File: src/rtl/regffte_mel_reader.sv
// Read-side controller for the FFT-energy register file.
// Walks the triangular mel filter bank: fetches filter edges from a
// synchronous edge ROM, then streams bins lo..hi of each filter out of
// regffte to the mel accumulator with filter index, first/last and slope tags.
//
// state  | meaning
// -------+---------------------------------------------------------------
// IDLE   | waiting for addmel_en
// LD_LO  | fetching e[0] (lower edge of filter 0)
// LD_CTR | fetching e[1] (centre of filter 0)
// LD_HI  | fetching e[f+2] (upper edge of filter f), then validating edges
// SCAN   | issuing one regffte read per cycle, ptr = lo..hi
// FLUSH  | draining the read pipeline before pulsing done
module regffte_mel_reader #(
    parameter int ADDR_W = 6,
    parameter int DATA_W = 16,
    parameter int NFILT  = 20,
    parameter int FIDX_W = 5
) (
    input  logic              clk,
    input  logic              rst_n,
    input  logic              addmel_en,
    output logic [FIDX_W-1:0] edge_addr,
    input  logic [ADDR_W-1:0] edge_q,
    output logic              regffte_rden,
    output logic [ADDR_W-1:0] regffte_addr,
    input  logic [DATA_W-1:0] regffte_q,
    output logic              bin_valid,
    output logic [DATA_W-1:0] bin_data,
    output logic [ADDR_W-1:0] bin_addr,
    output logic [FIDX_W-1:0] filt_idx,
    output logic              filt_first,
    output logic              filt_last,
    output logic              up_slope,
    output logic              busy,
    output logic              done,
    output logic              edge_err
);

    localparam logic [2:0] IDLE   = 3'd0;
    localparam logic [2:0] LD_LO  = 3'd1;
    localparam logic [2:0] LD_CTR = 3'd2;
    localparam logic [2:0] LD_HI  = 3'd3;
    localparam logic [2:0] SCAN   = 3'd4;
    localparam logic [2:0] FLUSH  = 3'd5;

    logic [2:0]        state;
    logic              phase;
    logic [ADDR_W-1:0] lo, ctr, hi, ptr;
    logic [FIDX_W-1:0] f;

    logic              s1_valid;
    logic [ADDR_W-1:0] s1_addr;
    logic [FIDX_W-1:0] s1_fidx;
    logic              s1_first, s1_last, s1_up;

    logic              edges_bad;
    logic              go_next;
    logic [ADDR_W-1:0] next_hi;

    // ptr only moves on SCAN entry and during SCAN, so it doubles as the held read address
    assign regffte_rden = (state == SCAN);
    assign regffte_addr = ptr;

    // Decide when the current filter is finished (scanned out or rejected)
    always_comb begin
        edges_bad = (edge_q < lo) || (ctr < lo) || (ctr > edge_q);
        go_next   = 1'b0;
        next_hi   = hi;
        if (state == LD_HI && phase && edges_bad) begin
            go_next = 1'b1;
            next_hi = edge_q;
        end else if (state == SCAN && ptr == hi) begin
            go_next = 1'b1;
        end
    end

    // Sequencer: edge fetches take two cycles each (registered address, registered ROM)
    always_ff @(posedge clk or negedge rst_n) begin
        if (!rst_n) begin
            state     <= IDLE;
            phase     <= 1'b0;
            lo        <= '0;
            ctr       <= '0;
            hi        <= '0;
            ptr       <= '0;
            f         <= '0;
            edge_addr <= '0;
            busy      <= 1'b0;
            done      <= 1'b0;
            edge_err  <= 1'b0;
        end else begin
            done <= 1'b0;
            case (state)
                IDLE: begin
                    if (addmel_en) begin
                        edge_err  <= 1'b0;
                        busy      <= 1'b1;
                        edge_addr <= '0;
                        f         <= '0;
                        phase     <= 1'b0;
                        state     <= LD_LO;
                    end
                end
                LD_LO: begin
                    phase <= ~phase;
                    if (phase) begin
                        lo        <= edge_q;
                        edge_addr <= FIDX_W'(1);
                        state     <= LD_CTR;
                    end
                end
                LD_CTR: begin
                    phase <= ~phase;
                    if (phase) begin
                        ctr       <= edge_q;
                        edge_addr <= f + FIDX_W'(2);
                        state     <= LD_HI;
                    end
                end
                LD_HI: begin
                    phase <= ~phase;
                    if (phase) begin
                        hi <= edge_q;
                        if (edges_bad) begin
                            edge_err <= 1'b1;
                        end else begin
                            ptr   <= lo;
                            state <= SCAN;
                        end
                    end
                end
                SCAN: begin
                    if (ptr != hi) begin
                        ptr <= ptr + ADDR_W'(1);
                    end
                end
                FLUSH: begin
                    if (!s1_valid) begin
                        done  <= 1'b1;
                        busy  <= 1'b0;
                        state <= IDLE;
                    end
                end
                default: state <= IDLE;
            endcase

            // Filters share edges: this filter's centre/upper become the next one's lower/centre
            if (go_next) begin
                if (f == FIDX_W'(NFILT - 1)) begin
                    state <= FLUSH;
                end else begin
                    lo        <= ctr;
                    ctr       <= next_hi;
                    f         <= f + FIDX_W'(1);
                    edge_addr <= f + FIDX_W'(3);
                    phase     <= 1'b0;
                    state     <= LD_HI;
                end
            end
        end
    end

    // Two-stage output pipeline: tags wait one cycle for regffte_q, then everything registers together
    always_ff @(posedge clk or negedge rst_n) begin
        if (!rst_n) begin
            s1_valid   <= 1'b0;
            s1_addr    <= '0;
            s1_fidx    <= '0;
            s1_first   <= 1'b0;
            s1_last    <= 1'b0;
            s1_up      <= 1'b0;
            bin_valid  <= 1'b0;
            bin_data   <= '0;
            bin_addr   <= '0;
            filt_idx   <= '0;
            filt_first <= 1'b0;
            filt_last  <= 1'b0;
            up_slope   <= 1'b0;
        end else begin
            s1_valid  <= (state == SCAN);
            bin_valid <= s1_valid;
            if (state == SCAN) begin
                s1_addr  <= ptr;
                s1_fidx  <= f;
                s1_first <= (ptr == lo);
                s1_last  <= (ptr == hi);
                s1_up    <= (ptr < ctr);
            end
            if (s1_valid) begin
                bin_data   <= regffte_q;
                bin_addr   <= s1_addr;
                filt_idx   <= s1_fidx;
                filt_first <= s1_first;
                filt_last  <= s1_last;
                up_slope   <= s1_up;
            end
        end
    end

endmodule
File: config.mk
export PLATFORM = sky130hd
export DESIGN_NAME = regffte_mel_reader
export DESIGN_NICKNAME = d
export VERILOG_FILES = /design/src/rtl/regffte_mel_reader.sv
export SDC_FILE = /design/constraint.sdc
export NUM_CORES = 1
export LEC_CHECK = 0
export ABC_AREA = 1
export CAP_MARGIN = 20
export CORE_MARGIN = 2
export CORE_UTILIZATION = 54
export DETAILED_ROUTE_END_ITERATION = 8
export PLACE_DENSITY_LB_ADDON = 0.2
export SLEW_MARGIN = 20
export SYNTH_ARGS = -nofsm -noshare
export SYNTH_HDL_FRONTEND = slang
export SYNTH_SLANG_ARGS = --single-unit
File: constraint.sdc
create_clock -name clk -period 2.4 [get_ports clk]
set_input_delay 0.48 -clock clk [delete_from_list [all_inputs] [get_ports clk]]
set_output_delay 0.48 -clock clk [all_outputs]
set_load 0.02 [all_outputs]
==> results by group, run 1 <==
Power
  – Total Power: 0.00755 W
  – Max VDD drop: 0.579 mV
  – Power per cell area: around 1300 nW/um^2
  – Leak Pwr: 2.88 nW

Worst setup path
  – Setup crit end kind: flip-flop
  – Critical Path Slowest Stage Cell: clkdlybuf4s50_1
  – WS Path Type: in -> reg
  – Peak fanout along the critical path: 4
  – Worst Setup EP: state[1]
  – Worst setup path start: edge_q[5]
  – Register-to-register setup slack: 0.33 ns
  – CP bufs+invs: 3
  – WP data required: ~2.7 ns
  – CP most frequent cell: nand2_1
  – CP Depth: 13
  – CP Data Arrival Time: 2.47 ns
  – Family with the most delay on the worst path: simple AND/OR/NAND/NOR gates
  – Cell breakdown of the critical path: clkdlybuf4s50_1 -> buf_4 -> ha_1 -> a21o_1 -> nor2_1 -> nand2_1 -> nand3_1 -> buf_4 -> nand2_1 -> nand3_1 -> nand2_1 -> nand2_1 -> nand2_1
  – R2r startpoint: lo[5]
  – Startpoint Class: input port
  – CP peak stage delay: approximately 0.41 ns
  – Worst reg2reg path depth: 12
  – RR Endpoint: state[1]

Layout
  – Antenna diodes: 0
  – Nets: a little under 700
  – Final Core Density: 68.3%
  – Commonest non-fill, non-tap cell in the layout: nand2_1
  – Area delta synth->final: 24.6%
  – Layout cells sized above 1: 15.3%
  – Most frequent cells in the layout: 154 x nand2_1, 87 x dfrtp_1, 68 x clkdlybuf4s50_1

Clocking
  – CTS root buf: clkbuf_8
  – Num CTS Buffers: 9
  – H-tree levels: 3
  – Cts hold-fix bufs: 0
  – Clock transition at the registers of the reported paths: 0.10 ns
  – Post-CTS setup buffer count: 0
  – Clk buf depth: 2
  – Clock Sinks: 87
  – TritonCTS clock tree: done
  – Clock Latency Late Sink: 0.36 ns

Timing
  – Final setup viols: 0
  – Pins over their slew limit: 0
  – Slew margin rel.: 51.7%
  – Final Skew: 0.0143 ns
  – Final Hold Viols: 0
  – Worst slew pin tran: 0.725 ns
  – Final worst path period share: 92.3%
  – Post-layout min period: 2.21 ns
  – Upper clock frequency limit: 452 MHz
  – Worst hold slack: 0.155 ns
  – RSZ-0062 raised after global routing: true

Floorplan
  – DIE WIDTH: 97.4 um
  – Boundary pin count: 71
  – Die Area: 9490 um^2
  – Initial core utilization: roughly 55%
  – Die Span Y: 97.4 um
  – FP Rows: 34
  – CORE AREA: between 8000 and 9000 um^2

Yosys
  – Fraction of registers with async set or reset after synthesis: 100%
  – Syn avg cell area: 8.67 um^2
  – Post-synth EDFFs: 0
  – Cell variety after synth: 31
  – Top FF cell, synth: dfrtp_1
  – Syn nets: 595
  – Synth Cell Area: 4710 um^2
  – Gate Count Post-Synth: 544
  – Seq/Total Area, Yosys: a little under half
  – Synth warn: 0
  – FF+latch count, synth: 87

Place
  – Gpl congestion: ~0.87
  – I/O Buffers: 70
  – Detailed-placement wirelength estimate: approximately 7800 um

Drt
  – Drt total wl: 10800 um
  – Antenna Nets Post-Route: 0
  – First-pass detailed-route iteration total: 5
  – Vias per cell: 5.34
  – DR vias: 3970
  – Detailed Route Iter0 Violations: 166
  – Per-cell routed wire length: ~15 um
  – DR DRC count: 0

GRT
  – Vias in the first global route: about 3800
  – Initial antenna violation count: 0
  – Global-route usage over all layers: between 20% and 30%
  – GR Overflow Total: 0
  – Largest net degree at the start of global routing: 56
  – First-pass GRT wire length: roughly 18000 um

Outcome
  – Outcome: finished clean

Min path
  – Hold WC Path Type: in -> async

Run
  – Maxcap violations: 0
-- flip-flops by register name, summed over array words and instances, names as in the netlist, 6 cells and up --
register / flops
bin_addr: 6
bin_data: 16
ctr: 6
hi: 6
lo: 6
regffte_addr: 6
s1_addr: 6
-- worst min-delay path by stage --
stage / depth (start not counted) / endpoint
2_1_floorplan: 0 / bin_addr[0]
3_3_place_gp: 2 / s1_addr[1]
3_5_place_dp: 2 / s1_addr[1]
4_1_cts: 1 / bin_data[13]
5_1_grt: 1 / bin_data[13]
6_report: 1 / bin_data[13]
-- layer usage --
metal	GRT usage, %	up-vias	wire length (um)
met1	34.0	1884	5120
met2	36.9	129	4930
met3	4.46	14	576
met4	6.62	0	161
li1	-	1943	-
met5	0	-	0
-- cell usage after synthesis, drive strengths merged, types with 3 or more instances --
master  instances  area [um^2]
o21ai          64          354
nand2         159          617
nand4           6         37.5
nor3            4         20.0
dfrtp          87         2180
ha             26          325
clkbuf         10         38.8
xor2            6         52.6
xnor2           9         78.8
o21a            6         45.0
inv            60          225
a21oi          13         65.1
nand3          21          105
nor2           26          121
mux2           28          315
buf            11         73.8
a21o            3         22.5
-- stage by stage --
step                      cells  instance area (um^2)   TNS [ns]  setup slack (ns)
after floorplan             544                  4710          0             0.522
after global routing        743                  5870  -0.000536         -0.000353
after global placement      727                  5660      -2.05            -0.172
after CTS                   743                  5870          0            0.0543
after detailed placement    727                  5660      -3.59            -0.257
final                       743                  5870          0             0.185
-- cell type report --
type / instances / area (um^2)
clock inverter: 6 / 75.1
timing repair buffer: 96 / 921
clock buffer: 10 / 138
inverter: 60 / 225
tap: 108 / 135
sequential: 87 / 2180
multi-input combinational: 376 / 2200
fill: 689 / 2720
-- report_power, final --
group          leakage [nW]  switching, W  internal (W)
registers              1.11      0.000526       0.00207
logic                  1.66       0.00211       0.00173
clock network         0.106      0.000579      0.000529
total                  2.88       0.00322       0.00433
-- logic make-up (layout without fill, tap and decap cells) --
| family | Yosys count | in the layout | share of synthesized area, % |
|---|---|---|---|
| AOI/OAI and AO/OA | 91 | 91 | 11.2 |
| xor gates and xnor gates | 15 | 15 | 2.79 |
| adders and majority gates | 26 | 26 | 6.90 |
| buffers and inverters | 81 | 172 | 7.17 |
| DFF | 87 | 87 | 46.2 |
| muxes | 28 | 28 | 6.69 |
| and+or+nand+nor | 216 | 216 | 19.1 |
-- worst reg2reg max path, stage by stage (launching register included) --
cell and delay (ns):
dfrtp_1 0.39, inv_1 0.16, ha_1 0.28, a21o_1 0.18
nor2_1 0.12, nand2_1 0.07, nand3_1 0.14, buf_4 0.13
nand2_1 0.09, nand3_1 0.17, nand2_1 0.10, nand2_1 0.08
nand2_1 0.05
-- repair_timing --
item / 4_1_cts / 5_1_grt
hold endpoints to repair: 0 / 0
gates resized for setup: 0 / 2
endpoints found under the setup margin: 0 / 7
Power figures use the tool's default switching activity.
==> run 2, diff against run 1 <==
==> constraint.sdc (replaced) <==
create_clock -name clk -period 2.45 [get_ports clk]
set_input_delay 0.49 -clock clk [delete_from_list [all_inputs] [get_ports clk]]
set_output_delay 0.49 -clock clk [all_outputs]
set_load 0.02 [all_outputs]
==> results by group, run 2 (synthesized netlist as in run 1, its figures left out) <==
Place
  – I/O Buffers: 70 (unchanged)
  – Setup Slack @ Placement: -0.227 ns (+0.0303 ns)
  – Gpl congestion: 0.890 (+2.7%)
  – Detailed-placement wirelength estimate: 7960 um (+1.6%)

Worst setup path
  – CP Data Arrival Time: 2.52 ns (+0.05 ns)
  – Critical Path Slowest Stage Cell: clkdlybuf4s50_1
  – CP most frequent cell: nand2_1
  – Startpoint Class: input port
  – CP peak stage delay: 0.49 ns (+0.08 ns)
  – WS Path Type: in -> reg
  – Setup crit end kind: flip-flop
  – Peak fanout along the critical path: 4 (unchanged)
  – Cell breakdown of the critical path: clkdlybuf4s50_1 -> inv_1 -> ha_1 -> nand2_1 -> nor2_1 -> nand3_1 -> nand2_1 -> nand3_1 -> buf_4 -> nand2_1 -> nand3_1 -> nand2_1 -> nand2_1 -> nand2_1
  – WP data required: 2.76 ns (+0.10 ns)

GRT
  – Vias in the first global route: 3683 (-2.5%)
  – Global-route usage over all layers: 23.3% (-0.32 points)
  – First-pass GRT wire length: 17800 um (-2.2%)
  – GR Overflow Total: 0 (unchanged)
  – Largest net degree at the start of global routing: 51 (-8.9%)
  – Initial antenna violation count: 0 (unchanged)

Layout
  – Area delta synth->final: 24.6% (about the same)
  – Sequential cell area: 2180 um^2 (unchanged)
  – Fillers: 704 (+2.2%)
  – Flip-flop count of the largest register after layout: 16 (unchanged)
  – Commonest non-fill, non-tap cell in the layout: nand2_1
  – Layout cells sized above 1: 15.4% (+0.13 points)
  – Antenna diodes: 0 (unchanged)
  – Most frequent cells in the layout: 154 x nand2_1, 87 x dfrtp_1, 68 x clkdlybuf4s50_1
  – Biggest register: bin_data
  – Area of the multi-input gates: 2200 um^2 (unchanged)
  – Nets: 682 (+0.15%)

Min path
  – Hold WC Path Type: in -> async

Clocking
  – H-tree levels: 3 (unchanged)
  – CTS root buf: clkbuf_8
  – Num CTS Buffers: 9 (unchanged)
  – Clock Latency Late Sink: 0.36 ns (about the same)
  – TritonCTS clock tree: done
  – Clock Sinks: 87 (unchanged)
  – Post-CTS sizing: 0 (unchanged)
  – Clk buf depth: 2 (unchanged)
  – Clock transition at the registers of the reported paths: 0.10 ns (about the same)
  – Cts hold-fix bufs: 0 (unchanged)
  – Post-CTS setup buffer count: 0 (unchanged)

Drt
  – Antenna Nets Post-Route: 0 (unchanged)
  – Per-cell routed wire length: 14.1 um (-2.8%)
  – First-pass detailed-route iteration total: 5 (unchanged)
  – Drt total wl: 10500 um (-2.6%)
  – Detailed Route Iter0 Violations: 149 (-10%)
  – Vias per cell: 5.19 (-2.8%)
  – DR DRC count: 0 (unchanged)
  – DR vias: 3864 (-2.7%)

Floorplan
  – Die Area: 9490 um^2 (unchanged)
  – Boundary pin count: 71 (unchanged)
  – CORE AREA: 8590 um^2 (unchanged)
  – DIE WIDTH: 97.4 um (unchanged)
  – Die Span Y: 97.4 um (unchanged)
  – FP Rows: 34 (unchanged)
  – Initial core utilization: 54.9% (unchanged)

Timing
  – Setup TNS: 0 ns (unchanged)
  – Final worst path period share: 90.3%
  – Setup slack after layout: 0.239 ns (+0.0535 ns)
  – Final setup viols: 0 (unchanged)
  – RSZ-0062 raised after global routing: false
  – Worst hold slack: 0.0758 ns (-0.0790 ns)
  – Post-layout min period: 2.21 ns
  – Pins over their slew limit: 0 (unchanged)
  – Slew margin rel.: 66.3% (+15 points)
  – Final Hold Viols: 0 (unchanged)
  – Worst slew pin tran: 0.505 ns (-0.220 ns)
  – Upper clock frequency limit: around 450 MHz
  – Final Skew: 0.0161 ns (+0.00174 ns)

Run
  – Maxcap violations: 0 (unchanged)

Outcome
  – Outcome: finished clean

Power
  – Total Power: 0.00731 W (-3.1%)
  – Max VDD drop: 0.626 mV (+8.1%)
  – Power per cell area: 1240 nW/um^2 (-3.2%)
  – Leak Pwr: 2.88 nW (about the same)
==> run 2: cell count changes in the layout (fill, tap and decap cells not counted), sizes merged <==
| cell | before | now |
|---|---|---|
| buf | 27 | 28 |
| clkbuf | 10 | 9 |
| clkinv | 0 | 1 |
==> run 2: stage by stage <==
step | cell area, um^2 | instances | utilization [%]
floorplan | 4710 | 544 | -
CTS | 5870 | 744 | 68.3
global placement | 5660 | 728 | 65.9
global route | 5880 | 744 | 68.4
finish | 5880 | 744 | 68.4
detailed placement | 5660 | 728 | 65.9
==> run 2: final cells by class <==
cell class                      count  area share (%)
Tap cell                          108            2.30
Timing Repair Buffer               97            15.8
Clock inverter                      7            1.43
Clock buffer                        9            2.11
Sequential cell                    87            37.1
Multi-Input combinational cell    376            37.5
Inverter                           60            3.83
==> run 2: worst max-delay path, delay by kind of cell <==
kind	cells	cell delay, ns
and+or+nand+nor	10	0.99
buffers and inverters	3	0.73
adders and majority gates	1	0.29
==> run 2: metal layers <==
layer / vias up / track usage [%] / part of all wire [%]
met5: - / 0 / 0
met4: 0 / 8.65 / 1.6
met3: 15 / 3.67 / 4.5
met2: 92 / 36.0 / 46
met1: 1821 / 33.5 / 48
li1: 1936 / - / -
==> run 2: where the power goes <==
part           switching [W]  internal [W]  total, W  leakage (nW)
Combinational        0.00203       0.00168   0.00372          1.66
Sequential          0.000511       0.00203   0.00254          1.11
Clock               0.000564      0.000491   0.00106         0.103
Total                0.00311       0.00421   0.00731          2.88
==> run 2: worst paths after layout <==
kind / start / to / slack [ns] / cells past startpoint
setup reg to reg: lo[5] / state[2] / 0.44 / 13
setup / recovery: edge_q[5] / state[2] / 0.24 / 14
hold / removal: rst_n / bin_data[13] / 0.08 / 1
min in group clk: s1_addr[1] / s1_addr[1] / 0.48 / 2
hold reg to reg: s1_addr[1] / s1_addr[1] / 0.48 / 2
max in group asynchronous: rst_n / s1_addr[1] / 1.74 / 2
==> run 3, diff against run 2 <==
--- a/config.mk
+++ b/config.mk
@@ -11,6 +11,7 @@
 export CORE_UTILIZATION = 54
 export DETAILED_ROUTE_END_ITERATION = 8
 export PLACE_DENSITY_LB_ADDON = 0.2
+export REMOVE_ABC_BUFFERS = 1
 export SLEW_MARGIN = 20
 export SYNTH_ARGS = -nofsm -noshare
 export SYNTH_HDL_FRONTEND = slang
==> results by group, run 3 (synthesized netlist as in run 1, its figures left out) <==
Outcome
  – Outcome: finished clean

Floorplan
  – Boundary pin count: 71 (unchanged)
  – FP Rows: 34 (unchanged)
  – Die Span Y: 97.4 um (unchanged)
  – Initial core utilization: 54.9% (unchanged)
  – CORE AREA: 8590 um^2 (unchanged)
  – DIE WIDTH: 97.4 um (unchanged)
  – Die Area: 9490 um^2 (unchanged)

Layout
  – Layout cells sized above 1: 14.5% (-0.94 points)
  – Biggest register: bin_data
  – Post-layout instance area: 5840 um^2 (-0.64%)
  – Most frequent cells in the layout: 154 x nand2_1, 87 x dfrtp_1, 69 x clkdlybuf4s50_1
  – Area delta synth->final: 23.8%
  – Final Core Density: 67.9% (-0.44 points)
  – Nets: 675 (-1.0%)
  – Commonest non-fill, non-tap cell in the layout: nand2_1
  – Antenna diodes: 0 (unchanged)
  – Flip-flop count of the largest register after layout: 16 (unchanged)

Timing
  – Final Hold Viols: 0 (unchanged)
  – Setup slack after layout: 0.167 ns (-0.0719 ns)
  – RSZ-0062 raised after global routing: false
  – Pins over their slew limit: 0 (unchanged)
  – Slew margin rel.: 56.2% (-10 points)
  – Final Skew: 0.0137 ns (-0.00241 ns)
  – Final worst path period share: 93.2% (+2.9 points)
  – Worst slew pin tran: 0.657 ns (+0.152 ns)
  – Worst hold slack: 0.146 ns (+0.0699 ns)
  – Final setup viols: 0 (unchanged)
  – Post-layout min period: 2.28 ns (+0.0719 ns)
  – Upper clock frequency limit: 438 MHz (-3.1%)

Power
  – Max VDD drop: 0.466 mV (-26%)
  – Total Power: 0.00727 W (-0.63%)
  – Leak Pwr: 2.84 nW (-1.4%)
  – Power per cell area: 1240 nW/um^2 (about the same)

Place
  – Gpl congestion: 0.846 (-5.0%)
  – I/O Buffers: 70 (unchanged)
  – Placed instance area: 5620 um^2 (-0.71%)
  – Setup Slack @ Placement: -0.192 ns (+0.0349 ns)
  – Detailed-placement wirelength estimate: 7430 um (-6.7%)

GRT
  – GR Overflow Total: 0 (unchanged)
  – Vias in the first global route: 3597 (-2.3%)
  – Largest net degree at the start of global routing: 88 (+73%)
  – Global-route usage over all layers: 22.3% (-1.0 points)
  – Initial antenna violation count: 0 (unchanged)
  – First-pass GRT wire length: 17100 um (-4.0%)

Worst setup path
  – Startpoint Class: flip-flop
  – CP Data Arrival Time: 1.79 ns (-0.73 ns)
  – R2r startpoint: lo[5]
  – Worst reg2reg path depth: 12 (-1)
  – WP data required: 1.96 ns (-0.80 ns)
  – Setup crit end kind: primary output
  – Peak fanout along the critical path: 7 (+3)
  – Register-to-register setup slack: 0.46 ns (+0.02 ns)
  – RR Endpoint: ctr[5]
  – WS Path Type: reg -> out

Drt
  – Per-cell routed wire length: 13.6 um (-3.6%)
  – Detailed Route Iter0 Violations: 204 (+37%)
  – Met3 Wirelength: 585 um (+24%)
  – Vias per cell: 5.25 (+1.2%)
  – Met2 WL post-DR: 4630 um (-4.9%)
  – DR DRC count: 0 (unchanged)
  – Antenna Nets Post-Route: 0 (unchanged)
  – First-pass detailed-route iteration total: 4 (-1)
  – DR vias: 3872 (+0.21%)
  – DR top layer: met4
  – Met1 wire length: 4710 um (-5.9%)
  – Drt total wl: 10000 um (-4.5%)

Run
  – Maxcap violations: 0 (unchanged)

Clocking
  – Post-CTS setup buffer count: 0 (unchanged)
  – Clk buf depth: 2 (unchanged)
  – TritonCTS clock tree: done
  – H-tree levels: 3 (unchanged)
  – Num CTS Buffers: 9 (unchanged)
  – CTS root buf: clkbuf_8
  – Clock Latency Late Sink: 0.36 ns (about the same)
  – Clock Sinks: 87 (unchanged)
  – Clock transition at the registers of the reported paths: 0.10 ns (about the same)

Min path
  – Hold WC Path Type: in -> async
## run 3: cell count changes in the layout (fill, tap and decap cells not counted), sizes merged
cell           before  now
inv                64   63
dlymetal6s2s        1    0
buf                28   21
clkdlybuf4s50      68   69
clkbuf              9   10
## run 3: stage by stage
step | setup TNS [ns] | cells
2_1_floorplan | 0 | 523
3_5_place_dp | -3.38 | 721
4_1_cts | 0 | 737
3_3_place_gp | -2.04 | 721
6_report | 0 | 737
5_1_grt | 0 | 737
## run 3: routing by layer
metal,up-vias,track usage (%)
met2,113,33.7
met5,-,0
met3,11,4.75
li1,1927,-
met1,1821,32.7
met4,0,6.52
## run 3: power breakdown
part	total, W	switching, W	leakage (nW)	internal, W
clock	0.00106	0.000547	0.105	0.000515
sequential	0.00254	0.000509	1.11	0.00203
combinational	0.00367	0.00201	1.62	0.00166
## run 3: how the worst max path moves through the flow
| stage | from | to | slack [ns] | cells after the start |
|---|---|---|---|---|
| floorplan | edge_q[5] | f[4] | 0.35 | 13 |
| global placement | edge_q[5] | regffte_addr[4] | -0.15 | 12 |
| detailed placement | edge_q[5] | regffte_addr[5] | -0.19 | 12 |
| CTS | state[1] | regffte_rden | 0.17 | 4 |
| global route | edge_q[5] | state[0] | 0.01 | 12 |
| finish | state[1] | regffte_rden | 0.17 | 4 |
## run 3: worst max-delay path, cell delays in order, from the launching register on
cell and delay (ns):
dfrtp_1 0.46, inv_2 0.09, nand2_2 0.10, nor2_8 0.16, clkdlybuf4s50_1 0.62
## run 3: area by class of cell
type | instances | area [um^2]
inverters | 60 | 225
repair buffers | 90 | 886
flip-flops and latches | 87 | 2180
clock inverters | 6 | 75.1
fillers | 688 | 2760
well taps | 108 | 135
clock buffers | 10 | 138
multi-input cells | 376 | 2200
## run 3: repair_timing
item                                    in CTS  in global routing
endpoints found under the setup margin       0                  6
gates resized for setup                      0                  1
hold buffers                                 0                  0
